--- src/rtl/if_id_pkg.sv ---
// Shared types and defaults for the IF->ID pipeline register.
package if_id_pkg;

  typedef enum logic [1:0] {
    EMPTY = 2'd0,
    FULL  = 2'd1,
    SKID  = 2'd2
  } state_t;

  localparam int          IF_ID_INSTR_W   = 32;
  localparam int          IF_ID_ADDR_W    = 64;
  localparam logic [31:0] IF_ID_NOP_INSTR = 32'h00000013;

endpackage

--- src/rtl/pipe_skid_buf.sv ---
// Generic W-bit 2-entry valid/ready skid buffer with flush; 1-cycle latency.
// in_ready is registered, so upstream never sees a combinational path from out_ready.
module pipe_skid_buf
  import if_id_pkg::*;
#(
  parameter int W = 8
) (
  input  logic         clk,
  input  logic         reset,
  input  logic         flush,
  input  logic [W-1:0] flush_data,
  input  logic         in_valid,
  output logic         in_ready,
  input  logic [W-1:0] in_data,
  output logic         out_valid,
  input  logic         out_ready,
  output logic [W-1:0] out_data
);

  state_t       state;
  state_t       state_nxt;
  logic [W-1:0] main_q;
  logic [W-1:0] skid_q;
  logic         in_ready_q;
  logic         in_xfer;
  logic         out_xfer;

  assign in_ready  = in_ready_q;
  assign out_valid = (state != EMPTY);
  assign out_data  = main_q;
  assign in_xfer   = in_valid & in_ready_q;
  assign out_xfer  = out_valid & out_ready;

  always_comb begin
    state_nxt = state;
    case (state)
      EMPTY: if (in_xfer) state_nxt = FULL;
      FULL: begin
        if (in_xfer && !out_xfer)      state_nxt = SKID;
        else if (!in_xfer && out_xfer) state_nxt = EMPTY;
      end
      SKID:    if (out_xfer) state_nxt = FULL;
      default: state_nxt = EMPTY;
    endcase
    // Flush beats any transfer, including a beat offered this cycle.
    if (flush) state_nxt = EMPTY;
  end

  always_ff @(posedge clk) begin
    if (reset) begin
      state      <= EMPTY;
      main_q     <= '0;
      skid_q     <= '0;
      in_ready_q <= 1'b1;
    end else begin
      state      <= state_nxt;
      in_ready_q <= (state_nxt != SKID);
      if (flush) begin
        main_q <= flush_data;
        skid_q <= '0;
      end else begin
        case (state)
          EMPTY: if (in_xfer) main_q <= in_data;
          FULL: begin
            if (in_xfer && out_xfer) main_q <= in_data;
            else if (in_xfer)        skid_q <= in_data;
          end
          SKID:    if (out_xfer) main_q <= skid_q;
          default: ;
        endcase
      end
    end
  end

endmodule

--- src/rtl/if_id_pipe_reg.sv ---
// IF->ID pipeline register: skid-buffered instruction/PC with NOP-on-flush
// and a saturating stall counter for the performance monitor.
module if_id_pipe_reg
  import if_id_pkg::*;
#(
  parameter int                 INSTR_W   = IF_ID_INSTR_W,
  parameter int                 ADDR_W    = IF_ID_ADDR_W,
  parameter logic [INSTR_W-1:0] NOP_INSTR = INSTR_W'(IF_ID_NOP_INSTR),
  parameter int                 CNT_W     = 16
) (
  input  logic               clk,
  input  logic               reset,
  input  logic               in_valid,
  output logic               in_ready,
  input  logic [INSTR_W-1:0] instruction,
  input  logic [ADDR_W-1:0]  PC_Out,
  input  logic               flush,
  output logic               out_valid,
  input  logic               out_ready,
  output logic [INSTR_W-1:0] IF_ID__instruction,
  output logic [ADDR_W-1:0]  IF_ID__PC_Out,
  output logic [CNT_W-1:0]   stall_cnt
);

  localparam int               W       = INSTR_W + ADDR_W;
  localparam logic [CNT_W-1:0] CNT_MAX = '1;

  logic [W-1:0] in_data;
  logic [W-1:0] flush_data;
  logic [W-1:0] out_data;

  assign in_data    = {instruction, PC_Out};
  assign flush_data = {NOP_INSTR, {ADDR_W{1'b0}}};
  assign {IF_ID__instruction, IF_ID__PC_Out} = out_data;

  pipe_skid_buf #(.W(W)) u_skid (
    .clk        (clk),
    .reset      (reset),
    .flush      (flush),
    .flush_data (flush_data),
    .in_valid   (in_valid),
    .in_ready   (in_ready),
    .in_data    (in_data),
    .out_valid  (out_valid),
    .out_ready  (out_ready),
    .out_data   (out_data)
  );

  always_ff @(posedge clk) begin
    if (reset) begin
      stall_cnt <= '0;
    end else if (out_valid && !out_ready && !flush && stall_cnt != CNT_MAX) begin
      stall_cnt <= stall_cnt + 1'b1;
    end
  end

endmodule
--- config.mk ---
export PLATFORM = sky130hd
export DESIGN_NAME = if_id_pipe_reg
export DESIGN_NICKNAME = d
export VERILOG_FILES = /design/src/rtl/if_id_pkg.sv /design/src/rtl/pipe_skid_buf.sv /design/src/rtl/if_id_pipe_reg.sv
export SDC_FILE = /design/constraint.sdc
export NUM_CORES = 1
export LEC_CHECK = 0
export ABC_AREA = 1
export BUFFER_PORTS_ARGS = -buffer_cell sky130_fd_sc_hd__buf_2
export CORE_ASPECT_RATIO = 0.6
export CORE_MARGIN = 2
export CORE_UTILIZATION = 55
export DETAILED_ROUTE_END_ITERATION = 12
export GPL_TIMING_DRIVEN = 0
export PLACE_DENSITY_LB_ADDON = 0.1
export SLEW_MARGIN = 15
export SYNTH_ARGS = -nofsm -noshare
export SYNTH_HDL_FRONTEND = slang
export SYNTH_HIERARCHICAL = 1
export SYNTH_SLANG_ARGS = --single-unit
--- constraint.sdc ---
create_clock -name clk -period 1.8 [get_ports clk]
set_input_delay 0.45 -clock clk [delete_from_list [all_inputs] [get_ports clk]]
set_output_delay 0.45 -clock clk [all_outputs]
set_load 0.02 [all_outputs]
# Yosys cells after proc, flatten, opt, wreduce, memory -nomap -nowiden
# Cells that the tools add are included.
totals:
  register_bits: 211
  input_bits: 101
  output_inout_bits: 114
  elab_cells: 49
classes:
  add_sub_neg: 1
  n_eq_ne: 10
  mux: 11
  bitwise_logic: 3
  n_reduce_logical: 18
op_table:
  columns: ["cell", "count"]
  rows:
  - ["96-bit 2-to-1 mux", 3]
  - ["96-bit one-hot mux with 3 select lines", 1]
  - ["69-bit 2-to-1 mux", 1]
  - ["16-bit by 1-bit adder with 16-bit output, second input constant", 1]
  - ["16-bit != test, second input constant", 1]
  - ["2-bit 2-to-1 mux", 5]
  - ["3-bit by 2-bit != test with 1-bit output, second input constant", 3]
  - ["4-bit AND reduction", 2]
  - ["1-bit logical AND", 6]
  - ["2-bit by 1-bit != test with 1-bit output, second input constant", 3]
  - ["2-bit one-hot mux with 3 select lines", 1]
  - ["1-bit logical NOT", 4]
  - ["4-bit nonzero test", 1]
  - ["3-bit AND reduction", 1]
  - ["3-bit nonzero test", 1]
  - ["1-bit bitwise AND", 2]
  - ["2-bit by 1-bit == test with 1-bit output, second input constant", 1]
  - ["2-bit == test, second input constant", 1]
  - ["2-bit logical NOT", 1]
  - ["2-bit != test, second input constant", 1]
  - ["2-bit nonzero test", 1]
  - ["2-bit OR reduction", 1]
  - ["1-bit NOT", 1]

# Depth between registers and ports, before layout
depth:
  ltp_word: 8
  mapped_depth: 10
  mapped_depth_nobuf: 10

# Cells and area by module
# The synthesis kept the hierarchy.
modules_own_cells:
  columns: ["module", "instances", "cells_each", "area_per_inst_um2", "seq_area_each_um2"]
  rows:
  - ["pipe_skid_buf", 1, 1687, 10244.8, 3903.7]
  - ["if_id_pipe_reg", 1, 169, 1044.8, 320.3]

# Worst setup path after synthesis
# OpenSTA, ideal clock, no wires.
synth_timing:
  path_type: "reg-to-reg"
  from: "register stall_cnt[1]"
  to: "register stall_cnt[15]"
  setup_time_ns: 0.115
  arrival_time_ns: 1.441
  required_ns: 1.685
  path_slack_ns: 0.244
  stages_incl_launch_ff: 10
  path_buffers: 1
  period_less_slack_ns: 1.556
  cell_sequence: "dfxtp_1 > ha_1 > nand2_1 > nor2_2 > nand2_2 > clkinv_2 > nand3_4 > buf_6 > a21oi_1 > nor2_1"
synth_via:
  elab_chain_len: 2
  elab_cells_between_ends: 3
  classes_between: "add/sub: 1; eq/ne: 1; reduce/logical: 1"
synth_rtl:
  columns: ["item", "line_no", "rtl"]
  rows:
  - ["from (decl)", "if_id_pipe_reg.sv:22", "output logic [CNT_W-1:0] stall_cnt"]
  - ["from (signal assigned)", "if_id_pipe_reg.sv:53", "stall_cnt <= stall_cnt + 1'b1;"]
  - ["branches (longest 2 deep; another with 16-bit by 1-bit adder with 16-bit output)", null, null]
# Several ways; the timed one is not identified.
# A chain may end at the register's enable or synchronous reset.

# Final worst setup path
layout_timing:
  from: "register u_skid.state[1]"
  to: "output port out_valid"
layout_via:
  elab_chain_len: 1
layout_rtl:
  columns: ["item", "line_no", "rtl"]
  rows:
  - ["from (decl)", "pipe_skid_buf.sv:20", "state_t state;"]
  - ["from (signal assigned)", "pipe_skid_buf.sv:56", "state <= state_nxt;"]
  - ["2-bit nonzero test", "pipe_skid_buf.sv:29", "assign out_valid = (state != EMPTY);"]
  - ["to (decl)", "if_id_pipe_reg.sv:18", "output logic out_valid,"]
# No other way between the ends.

==> impl_metrics.toml <==
[yosys]
synth_warnings = 6
synth_cell_types = 29
synth_ff_type = "dfxtp_1"
postSynth.asyncResetShare = 0
synthXorXnorAreaFrac = 0.001552
synth.avg_cell_area_um2 = 6.083
synth_compound_area_frac = 0.08700
synth_top_family_by_area = "simple AND/OR/NAND/NOR gates"
synth_adder_area_share = 0.001108
synth_edf_count = 0
synthCells = 1856
netlist_area_um2 = 11290
synthMuxAreaShare = 0
yosysSeqAreaShare = 0.3742
synthSimpleGateAreaFrac = 0.3806
ys_seq_elements = 211

[drt]
routed_via_density = 4.952
drc = 0
wl_um = 34430
avgRoutedWirePerCell_um = 13.88
ant_nets = 0
firstDrtPassIters = 6
vias = 12280
initialDrtViolationCount = 1110

[cells_and_area]
area_growth_pct = 22.75
nFillCells = 1903
layout_commonest_cell = "nand2_1"
regArea_um2 = 4224
design_area_um2 = 13860
drive_above_1_share = 0.1560
nets = 2295
multiInputGateArea_um2 = 5699
final_cell_mix = "nand2_1 (431), inv_1 (307), nand3_1 (304), nor2_1 (254), buf_2 (237)"

[placed_design]
gp_routability_congestion = 0.8959
port_buffers = 214
dpl_cell_area_um2 = 13060
place.detailed.hpwl_um = 24880

[timing]
min_period_ns = 1.751
report.final.slew_viol_count = 0
finalHoldViolCount = 0
hold_slack_ns = 0.2043
rsz0062_at_grt = "false"
clock.fmax_mhz = 571.0
finalSetupTns_ns = 0
slew_headroom = 0.6017
worst_slew_pin_slew_ns = 0.5975
skew_ns = 0.01484
setup_viol = 0
fin_crit_sh = 0.9729

[power_and_ir_drop]
peakVddDrop_v = 0.0005935
power_w = 0.01135
power.density_nw_per_um2 = 818.7
cellLeakagePower_nw = 7.087

[worst_setup_path]
worst-setup-path-type = "flip-flop to primary output"
critPathMaxFanout = 7
startpoint_type = "flip-flop"
cp-end-kind = "primary output"
cp.arrival_ns = 1.30
worstPathRequired_ns = 1.35

[hold_path]
hold_class = "input pin to flip-flop"

[clock_network]
clockBufferDepth = 3
clkLatencyLatePin_ns = 0.51
cts_max_level = 1
cts_sinks = 211
clk_pin_slew_worst_paths_ns = 0.07
cts-root-buf = "clkbuf_16"
postCtsHoldBufs = 0
cts_buffers = 21
cts_tree = "built"

[floorplan]
io_pins = 215
fp.coreArea_um2 = 20070
start_util = 0.5625
die_w_um = 189.0
die_h_um = 115.0
die-area_um2 = 21730
rows = 40

[flow_run]
drv_cap = 0

[grt]
grt_pass1_wl_um = 53820
grt_remaining_overflow = 0
first_global_vias = 10460
track_usage = 0.3061
grt_max_degree = 16
antenna_found_initial = 1

[run_status]
status = "completed"
## cells in the mapped netlist (7+ instances only)
master / instances / area share
o21ai_0: 49 / 0.022
nor2_1: 254 / 0.084
inv_2: 7 / 0.0023
buf_1: 25 / 0.0083
a21oi_1: 82 / 0.036
inv_1: 308 / 0.10
nand3_1: 305 / 0.14
a211oi_1: 25 / 0.017
o21ai_1: 26 / 0.012
dfxtp_1: 211 / 0.37
clkbuf_1: 61 / 0.020
nand2_1: 432 / 0.14
buf_2: 29 / 0.013
nand2_2: 9 / 0.0050
## worst max-delay path, stage by stage (launching register included)
cell,delay (ns)
dfxtp_1,0.32
buf_6,0.14
inv_4,0.06
nand2_4,0.11
buf_4,0.15
## timing repair
| item | 4_1_cts | 5_1_grt |
|---|---|---|
| buffers inserted | 2 | 4 |
| pin swaps | 1 | 0 |
| gates resized for setup | 12 | 40 |
| endpoints found under the setup margin | 114 | 137 |
## sequential cells by signal (all words and copies together) (netlist names)
register	flops
u_skid/out_data	96
u_skid/skid_q	96
stall_cnt	16
u_skid/state	2
u_skid/in_ready	1
## final timing paths
| path | from | to | slack (ns) | cells past startpoint |
|---|---|---|---|---|
| max | u_skid/state[1] | out_valid | 0.05 | 4 |
| min reg2reg | u_skid/skid_q[66] | u_skid/skid_q[66] | 0.45 | 2 |
| max reg2reg | u_skid/state[0] | u_skid/skid_q[4] | 0.10 | 6 |
| min | reset | stall_cnt[11] | 0.20 | 2 |
## power by group
| group | total, W | switching, W | internal, W | leakage [nW] |
|---|---|---|---|---|
| registers | 0.00499 | 0.000106 | 0.00488 | 1.73 |
| clock network | 0.00443 | 0.00192 | 0.00251 | 0.328 |
| logic | 0.00193 | 0.00128 | 0.000651 | 5.03 |
| total | 0.0113 | 0.00330 | 0.00804 | 7.09 |
## kinds of logic (layout without fill, tap and decap cells)
| kind of cell | count (synthesis) | after routing |
|---|---|---|
| and+or+nand+nor | 1016 | 1016 |
| buffers and inverters | 441 | 696 |
| DFF | 211 | 211 |
| AOI/OAI and AO/OA | 183 | 183 |
| other | 2 | 98 |
| xor gates and xnor gates | 2 | 2 |
| adders and majority gates | 1 | 1 |
## per-layer routing
metal  GRT usage  routed length (um)  vias to the layer above
li1            -                   -                     6283
met2      0.4523               14110                      447
met3     0.04365                2813                       40
met1      0.4705               16970                     5511
met5           0                   0                        -
met4     0.06458                 539                        0
## layout make-up
| class | instances | area share |
|---|---|---|
| Clock buffer | 25 | 0.04045 |
| Inverter | 316 | 0.08604 |
| Clock inverter | 10 | 0.007855 |
| Buffer | 125 | 0.04388 |
| Tap cell | 273 | 0.02465 |
| Timing Repair Buffer | 220 | 0.08071 |
| Multi-Input combinational cell | 1298 | 0.4112 |
| Antenna cell | 2 | 0.0003611 |
| Sequential cell | 211 | 0.3048 |
## per-stage QoR
stage,worst slack (ns),std cells,utilization
final,0.04881,2480,0.6905
after global routing,0.001064,2479,0.6904
after CTS,0.006411,2474,0.6864
after detailed placement,-0.3371,2437,0.6505
after global placement,-0.3250,2437,0.6505
after floorplan,0.2440,1950,-
Power figures use the tool's default switching activity.
